[config.mk]
export PLATFORM = sky130hd
export DESIGN_NAME = mem_stage_rx_flat
export DESIGN_NICKNAME = d
export VERILOG_FILES = /design/src/rtl/mem_stage_rx_if.sv /design/src/rtl/mem_stage_rx.sv /design/src/flat_wrapper.sv
export SDC_FILE = /design/constraint.sdc
export NUM_CORES = 1
export LEC_CHECK = 0
export BUFFER_PORTS_ARGS = -buffer_cell sky130_fd_sc_hd__buf_4
export CORE_UTILIZATION = 45
export CTS_BUF_LIST = sky130_fd_sc_hd__clkbuf_4 sky130_fd_sc_hd__clkbuf_8
export DETAILED_ROUTE_END_ITERATION = 16
export MAX_ROUTING_LAYER = met4
export PLACE_DENSITY = 0.76
export SYNTH_ARGS = -nofsm -noshare
export SYNTH_HDL_FRONTEND = slang
export SYNTH_SLANG_ARGS = --single-unit
[constraint.sdc]
create_clock -name clk -period 1.8 [get_ports clk]
set_input_delay 0.36 -clock clk [delete_from_list [all_inputs] [get_ports clk]]
set_output_delay 0.36 -clock clk [all_outputs]
set_load 0.03 [all_outputs]
[src/rtl/mem_stage_rx_if.sv]
// rtl/mem_stage_rx_if.sv - EX->MEM->WB handshake and bus bundle for the MEM stage
//
// Purpose: groups the EX->MEM transfer, the data SRAM read return, and the
// MEM->WB / ID-forwarding outputs into one bundle.
// Modports:
//   slave  - the MEM stage view (consumes EX payload and rdata, drives WB bundle)
//   master - the surrounding pipeline / bench view
// Signals:
//   ms_allowin      MEM can accept from EX this cycle
//   es2ms_valid     EX presents a valid instruction
//   es_pc[31:0]     PC of the EX instruction
//   es_rf_zip[38:0] {res_from_mem, rf_we, rf_waddr[4:0], alu_result[31:0]}
//   data_sram_rdata read data, valid one cycle after the request
//   ws_allowin      WB can accept
//   ms2ws_valid     MEM presents a valid instruction to WB
//   ms_pc[31:0]     PC of the MEM instruction
//   ms_rf_zip[37:0] {rf_we, rf_waddr[4:0], rf_wdata[31:0]}
//   es_ld_op[2:0]   load width/sign code, only when MS_LD_EXT_EN is defined
interface mem_stage_rx_if;
  logic        ms_allowin;
  logic        es2ms_valid;
  logic [31:0] es_pc;
  logic [38:0] es_rf_zip;
  logic [31:0] data_sram_rdata;
  logic        ws_allowin;
  logic        ms2ws_valid;
  logic [31:0] ms_pc;
  logic [37:0] ms_rf_zip;
`ifdef MS_LD_EXT_EN
  logic [2:0]  es_ld_op;

  modport slave (
    input  es2ms_valid, es_pc, es_rf_zip, es_ld_op, data_sram_rdata, ws_allowin,
    output ms_allowin, ms2ws_valid, ms_pc, ms_rf_zip
  );
  modport master (
    output es2ms_valid, es_pc, es_rf_zip, es_ld_op, data_sram_rdata, ws_allowin,
    input  ms_allowin, ms2ws_valid, ms_pc, ms_rf_zip
  );
`else
  modport slave (
    input  es2ms_valid, es_pc, es_rf_zip, data_sram_rdata, ws_allowin,
    output ms_allowin, ms2ws_valid, ms_pc, ms_rf_zip
  );
  modport master (
    output es2ms_valid, es_pc, es_rf_zip, data_sram_rdata, ws_allowin,
    input  ms_allowin, ms2ws_valid, ms_pc, ms_rf_zip
  );
`endif
endinterface

[src/rtl/mem_stage_rx.sv]
// rtl/mem_stage_rx.sv - MEM pipeline stage: EX handshake receiver and SRAM read return
//
// Purpose: latches the EX payload, picks up data_sram_rdata in the cycle after
// the request, keeps that word if WB back-pressures, and presents the writeback
// bundle to WB (also used by ID for forwarding).
// Ports:
//   clk    clock
//   reset  synchronous active-high reset
//   bus    mem_stage_rx_if.slave (EX payload in, rdata in, ws_allowin in,
//          ms_allowin / ms2ws_valid / ms_pc / ms_rf_zip out)
// Optional feature: MS_LD_EXT_EN adds es_ld_op and byte/halfword load
// extraction with sign/zero extension; without it every load returns the word.
module mem_stage_rx (
  input  logic clk,
  input  logic reset,
  mem_stage_rx_if.slave bus
);

  logic        ms_valid;
  logic        first_cycle;
  logic        hold_vld;
  logic [31:0] hold_data;
  logic [31:0] pc_r;
  logic        res_from_mem;
  logic        rf_we;
  logic [4:0]  rf_waddr;
  logic [31:0] alu_result;
  logic        allowin;
  logic        accept;
  logic [31:0] mem_word;
  logic [31:0] load_val;
  logic [31:0] rf_wdata;

  // Ready-go is always 1, so the entry leaves whenever WB accepts.
  assign allowin = ~ms_valid | bus.ws_allowin;
  assign accept  = bus.es2ms_valid & allowin;

`ifdef MS_LD_EXT_EN
  logic [2:0] ld_op;
`endif

  always_ff @(posedge clk) begin
    if (reset) begin
      ms_valid     <= 1'b0;
      first_cycle  <= 1'b0;
      hold_vld     <= 1'b0;
      hold_data    <= 32'd0;
      pc_r         <= 32'd0;
      res_from_mem <= 1'b0;
      rf_we        <= 1'b0;
      rf_waddr     <= 5'd0;
      alu_result   <= 32'd0;
`ifdef MS_LD_EXT_EN
      ld_op        <= 3'd0;
`endif
    end else begin
      if (allowin) begin
        ms_valid <= bus.es2ms_valid;
      end
      if (accept) begin
        pc_r                                          <= bus.es_pc;
        {res_from_mem, rf_we, rf_waddr, alu_result}   <= bus.es_rf_zip;
        first_cycle                                   <= 1'b1;
        hold_vld                                      <= 1'b0;
`ifdef MS_LD_EXT_EN
        ld_op                                         <= bus.es_ld_op;
`endif
      end else begin
        first_cycle <= 1'b0;
        // rdata is only valid in the first MEM cycle; keep it if WB stalls us.
        if (ms_valid & first_cycle & res_from_mem & ~bus.ws_allowin) begin
          hold_data <= bus.data_sram_rdata;
          hold_vld  <= 1'b1;
        end else if (bus.ws_allowin) begin
          hold_vld  <= 1'b0;
        end
      end
    end
  end

  assign mem_word = hold_vld ? hold_data : bus.data_sram_rdata;

`ifdef MS_LD_EXT_EN
  logic [7:0]  ld_byte;
  logic [15:0] ld_half;

  always_comb begin
    ld_byte = mem_word[7:0];
    case (alu_result[1:0])
      2'd0:    ld_byte = mem_word[7:0];
      2'd1:    ld_byte = mem_word[15:8];
      2'd2:    ld_byte = mem_word[23:16];
      default: ld_byte = mem_word[31:24];
    endcase
    ld_half = alu_result[1] ? mem_word[31:16] : mem_word[15:0];
    case (ld_op)
      3'b001:  load_val = {{24{ld_byte[7]}}, ld_byte};
      3'b010:  load_val = {{16{ld_half[15]}}, ld_half};
      3'b011:  load_val = {24'd0, ld_byte};
      3'b100:  load_val = {16'd0, ld_half};
      default: load_val = mem_word;
    endcase
  end
`else
  assign load_val = mem_word;
`endif

  assign rf_wdata = res_from_mem ? load_val : alu_result;

  assign bus.ms_allowin  = allowin;
  assign bus.ms2ws_valid = ms_valid;
  assign bus.ms_pc       = pc_r;
  assign bus.ms_rf_zip   = {rf_we & ms_valid, rf_waddr, rf_wdata};

endmodule
[src/flat_wrapper.sv]
// flat-port wrapper written by rule: the top's interface ports become plain ports
module mem_stage_rx_flat 
  (clk, reset, bus_es2ms_valid, bus_es_pc, bus_es_rf_zip, bus_data_sram_rdata, bus_ws_allowin, bus_ms_allowin, bus_ms2ws_valid, bus_ms_pc, bus_ms_rf_zip);
  mem_stage_rx_if bus_i ();
  input  logic clk;
  input  logic reset;
  input wire logic [$bits(bus_i.es2ms_valid)-1:0] bus_es2ms_valid;
  input wire logic [$bits(bus_i.es_pc)-1:0] bus_es_pc;
  input wire logic [$bits(bus_i.es_rf_zip)-1:0] bus_es_rf_zip;
  input wire logic [$bits(bus_i.data_sram_rdata)-1:0] bus_data_sram_rdata;
  input wire logic [$bits(bus_i.ws_allowin)-1:0] bus_ws_allowin;
  output wire logic [$bits(bus_i.ms_allowin)-1:0] bus_ms_allowin;
  output wire logic [$bits(bus_i.ms2ws_valid)-1:0] bus_ms2ws_valid;
  output wire logic [$bits(bus_i.ms_pc)-1:0] bus_ms_pc;
  output wire logic [$bits(bus_i.ms_rf_zip)-1:0] bus_ms_rf_zip;
  assign bus_i.es2ms_valid = bus_es2ms_valid;
  assign bus_i.es_pc = bus_es_pc;
  assign bus_i.es_rf_zip = bus_es_rf_zip;
  assign bus_i.data_sram_rdata = bus_data_sram_rdata;
  assign bus_i.ws_allowin = bus_ws_allowin;
  assign bus_ms_allowin = bus_i.ms_allowin;
  assign bus_ms2ws_valid = bus_i.ms2ws_valid;
  assign bus_ms_pc = bus_i.ms_pc;
  assign bus_ms_rf_zip = bus_i.ms_rf_zip;
  mem_stage_rx u_core (.clk(clk), .reset(reset), .bus(bus_i));
endmodule
[After elaboration in Yosys (flattened, before gate mapping)]
Cells that the tools add are included.
Operators by class
  add/sub/neg operators: 0
  multiply operators: 0
  div/mod/pow operators: 0
  order comparisons: 0
  equality and inequality tests: 0
  shift operators: 0
  muxes and demuxes: 5
  bitwise operators: 9
  reductions and logical operators: 3
Operator list (count)
  32-bit two-way mux: 2
  1-bit AND: 5
  1-bit two-way mux: 3
  1-bit NOT: 3
  2-bit AND reduction: 1
  2-bit nonzero test: 1
  2-bit OR reduction: 1
  1-bit OR: 1
Storage, ports and cells
  register bits after elaboration: 106
  bits in latches: 0
  RAM bits: 0
  memory bits (read-only): 0
  output and inout bits: 72
  logic and storage cells: 26
  memories: 0

[Logic depth before layout (Yosys ltp)]
  depth in word-level cells: 5
  depth in mapped cells: 5
  depth with buffers taken out: 4

[Least setup slack after synthesis]
No wires, ideal clock.
  path kind: register to output
  from: reg u_core.res_from_mem
  to: out bus_ms_rf_zip[14]
  arrival: 1356 ps
  data required time: 1440 ps
  setup slack: 84 ps
  cell stages (with the launch flop): 5
  cells stage by stage: dfxtp_1 buf_2 buf_1 nor2_1 a21oi_1
Between the ends
  word-level cells in the longest chain between the ends: 1
RTL lines
  start: declaration: line mem_stage_rx.sv:24  | logic res_from_mem;
  start signal: assignment: line mem_stage_rx.sv:62  | {res_from_mem, rf_we, rf_waddr, alu_result} <= bus.es_rf_zip;
  32-bit two-way mux: line mem_stage_rx.sv:108  | assign rf_wdata = res_from_mem ? load_val : alu_result;
  end: declaration: line flat_wrapper.sv:15  | output wire logic [$bits(bus_i.ms_rf_zip)-1:0] bus_ms_rf_zip;
Every way passes these cells.

[Worst setup path after layout]
  from: reg u_core.hold_vld
  to: out bus_ms_rf_zip[0]
Between the ends
  word-level cells in the longest chain between the ends: 2
RTL lines
  start: declaration: line mem_stage_rx.sv:21  | logic hold_vld;
  start signal: assignment: line mem_stage_rx.sv:46  | hold_vld <= 1'b0;
  start signal: assignment: line mem_stage_rx.sv:64  | hold_vld <= 1'b0;
  start signal: assignment: line mem_stage_rx.sv:73  | hold_vld <= 1'b1;
  32-bit two-way mux: line mem_stage_rx.sv:81  | assign mem_word = hold_vld ? hold_data : bus.data_sram_rdata;
  32-bit two-way mux: line mem_stage_rx.sv:108
Every way passes these cells.

==> impl_metrics.py <==
metrics = {
    "clock_network": {
        "cts_hold_buf": 0,
        "cts.sinks": 106,
        "tritoncts": "yes",
        "clock-root-buffer": "clkbuf_8",
        "htreeDepth": 3,
        "postCtsSetupBuffers": 0,
        "cts.clk_slew.worst_paths_ps": 110,
        "cts_max_path_buffers": 2,
        "insertion_delay_ps": 370,
        "cts_made_buffers": 9,
    },
    "floorplanning": {
        "core_area_mm2": 0.00872,
        "die_h_um": 96.8,
        "io_pins": 179,
        "chipWidth_um": 96.8,
        "die-area_mm2": 0.00936,
        "rows": 34,
        "initial_core_util_pct": 46.3,
    },
    "global_route": {
        "top_usage_layer": "met2",
        "grtUsageTotal_pct": 22.3,
        "grt_use_met2_pct": 36.8,
        "grt_pass1_vias": 3506,
        "antenna_found_initial": 0,
        "grt_overflow": 0,
        "met3_usage_pct": 5.71,
        "grt_use_met1_pct": 26.6,
        "grt_pass1_wl_um": 16400,
        "grt_max_degree": 49,
    },
    "power": {
        "leakage_nw": 2.47,
        "power.density_mw_per_mm2": 881,
        "total_power_mw": 5.07,
        "vdd_drop_max_uv": 619,
    },
    "placed_design": {
        "dp_hpwl_um": 7450,
        "dp_cells": 680,
        "routabilityCongestion": 0.818,
        "port-buffer-count": 178,
        "dpl_cell_area_mm2": 0.00547,
    },
    "worst_setup_path": {
        "crit_required_ps": 1440,
        "cp.arrival_ps": 1420,
        "cp.buffers_inverters": 2,
        "crit_type": "flop to output port",
        "endpoint_kind": "output port",
        "worstSetupStartpoint": "u_core.hold_vld",
        "worstReg2RegStart": "u_core.res_from_mem",
        "start_kind": "flop",
        "critPathMaxStageDelay_ps": 400,
        "cp_slowest_cell": "dfxtp_4",
        "cp_top_family": "flip-flops",
        "cp_max_fo": 12,
        "worstPathCellList": "buf_12 > mux2i_1 > a21oi_1 > buf_4",
    },
    "detailed_routing": {
        "dr.first_iter.drc_count": 144,
        "drc_errors": 0,
        "vias": 3673,
        "firstDrtPassIters": 4,
        "drt_wl_total_um": 10700,
        "ant_nets": 0,
        "viasPerCell": 5.27,
        "routedWlPerCell_um": 15.3,
    },
    "worst_hold_path": {
        "hold_start": "bus_es_pc[10]",
        "min_path_type": "input pin to flop",
    },
    "timing": {
        "period_share_pct": 99.2,
        "maxSlewViolCount": 0,
        "max-slew-margin-rel_pct": 75.1,
        "max_freq_ghz": 0.560,
        "setup_viol_count_final": 0,
        "worst_slew_pin_slew_ps": 373,
        "fin_skew_ps": 15.8,
        "final_hold_viol_count": 0,
        "layout_min_cycle_time_ps": 1780,
        "rsz0062_at_grt": "yes",
    },
    "finish": {
        "fin_util_pct": 65.9,
        "area_growth_pct": 42.2,
        "multi_input_area_mm2": 0.00172,
        "seq_area_mm2": 0.00213,
        "fin_cells": 697,
        "fillerInstances": 701,
        "final_area_mm2": 0.00575,
        "fin_nets": 691,
        "drive_gt1_share_pct": 36.7,
        "n_antenna_cell": 0,
    },
    "yosys": {
        "postSynthAreaPerCell_um2": 9.69,
        "synth.distinct_cells": 20,
        "synth_nets": 524,
        "seq_area_frac_synth_pct": 52.5,
        "synth_area_mm2": 0.00404,
        "synth-seq-cells": 106,
        "syn_inst": 417,
        "ys_warn_count": 0,
    },
    "flow_run": {
        "cap_violations": 0,
    },
    "status": {
        "status": "finished clean",
    },
}
==> power breakdown <==
| part | internal [mW] | switching [mW] |
|---|---|---|
| sequential | 2.45 | 0.0628 |
| clock | 0.692 | 0.848 |
| combinational | 0.467 | 0.550 |
| total | 3.61 | 1.46 |
==> area by class of cell <==
cell class	instances	share of cell area, %
flip-flops and latches	106	37.0
well taps	108	2.35
clock inverters	6	1.41
repair buffers	193	26.9
clock buffers	10	2.29
inverters	1	0.0653
multi-input cells	273	29.9
==> worst paths after layout <==
kind | to | slack, ps | cells after the start
worst min register to register | u_core.hold_data[23] | 460 | 2
worst max-delay path | bus_ms_rf_zip[0] | 20 | 4
worst min-delay path | u_core.bus.ms_pc[10] | 200 | 2
worst max register to register | u_core.hold_data[20] | 300 | 5
==> placed cells by master, fill, tap and decap left out, drive strengths merged <==
cell | netlist | routed
a21boi | 1 | 1
a21oi | 65 | 65
a22o | 71 | 71
and2 | 1 | 1
and4b | 1 | 1
buf | 26 | 192
bufinv | 0 | 1
clkbuf | 11 | 11
clkinv | 0 | 1
dfxtp | 106 | 106
inv | 1 | 5
mux2i | 32 | 32
nand2 | 64 | 64
nand2b | 1 | 1
nand4b | 1 | 1
nor2 | 34 | 34
nor2b | 1 | 1
nor3b | 1 | 1
==> cells by family (layout without fill, tap and decap cells) <==
kind of cell | Yosys count | in the layout | synth area share, %
compound gates | 137 | 137 | 23.9
flops | 106 | 106 | 52.5
simple gates | 104 | 104 | 10.4
buf+inv | 38 | 210 | 5.26
mux | 32 | 32 | 7.93
==> sequential cells by signal (all words and copies together), names as in the netlist <==
signal and count:
u_core.alu_result 32, u_core.first_cycle 1, u_core.hold_data 32, u_core.res_from_mem 1
u_core.rf_we 1, u_core.hold_vld 1, u_core.bus.ms2ws_valid 1, u_core.bus.ms_pc 32
u_core.rf_waddr 5
==> per-layer routing <==
metal  part of all wire (%)  up-vias
met4                    1.4        0
met5                      0        -
li1                       -     1810
met1                     43     1703
met3                    7.2       16
met2                     49      144
==> Yosys cell counts <==
| library cell | n | area share, % |
|---|---|---|
| a21boi_0 | 1 | 0.19 |
| nor2b_4 | 1 | 0.34 |
| a21oi_1 | 64 | 7.9 |
| and4b_1 | 1 | 0.25 |
| nor2_1 | 34 | 3.2 |
| a22o_1 | 71 | 15 |
| nand2b_1 | 1 | 0.15 |
| buf_2 | 17 | 2.1 |
| dfxtp_1 | 106 | 53 |
| nand2_1 | 64 | 5.9 |
| inv_1 | 1 | 0.093 |
| a21oi_4 | 1 | 0.40 |
| buf_6 | 6 | 1.7 |
| buf_1 | 2 | 0.19 |
| nor3b_1 | 1 | 0.19 |
| nand4b_1 | 1 | 0.22 |
| buf_4 | 1 | 0.19 |
| and2_1 | 1 | 0.15 |
| mux2i_1 | 32 | 7.9 |
| clkbuf_1 | 11 | 1.0 |
==> metrics by stage <==
step | setup slack [ps] | hold WS [ps] | setup TNS (ps)
after global placement | 349 | 441 | 0
after floorplan | 83.9 | 434 | 0
after global routing | -41.2 | 173 | -387
final | 15.2 | 197 | 0
after CTS | -11.1 | 186 | -22.0
after detailed placement | 296 | 446 | 0
==> what timing repair did <==
item | 4_1_cts | 5_1_grt
resized for setup | 1 | 11
setup endpoints to repair | 8 | 30
cloned | 0 | 1
Power figures use the tool's default switching activity.
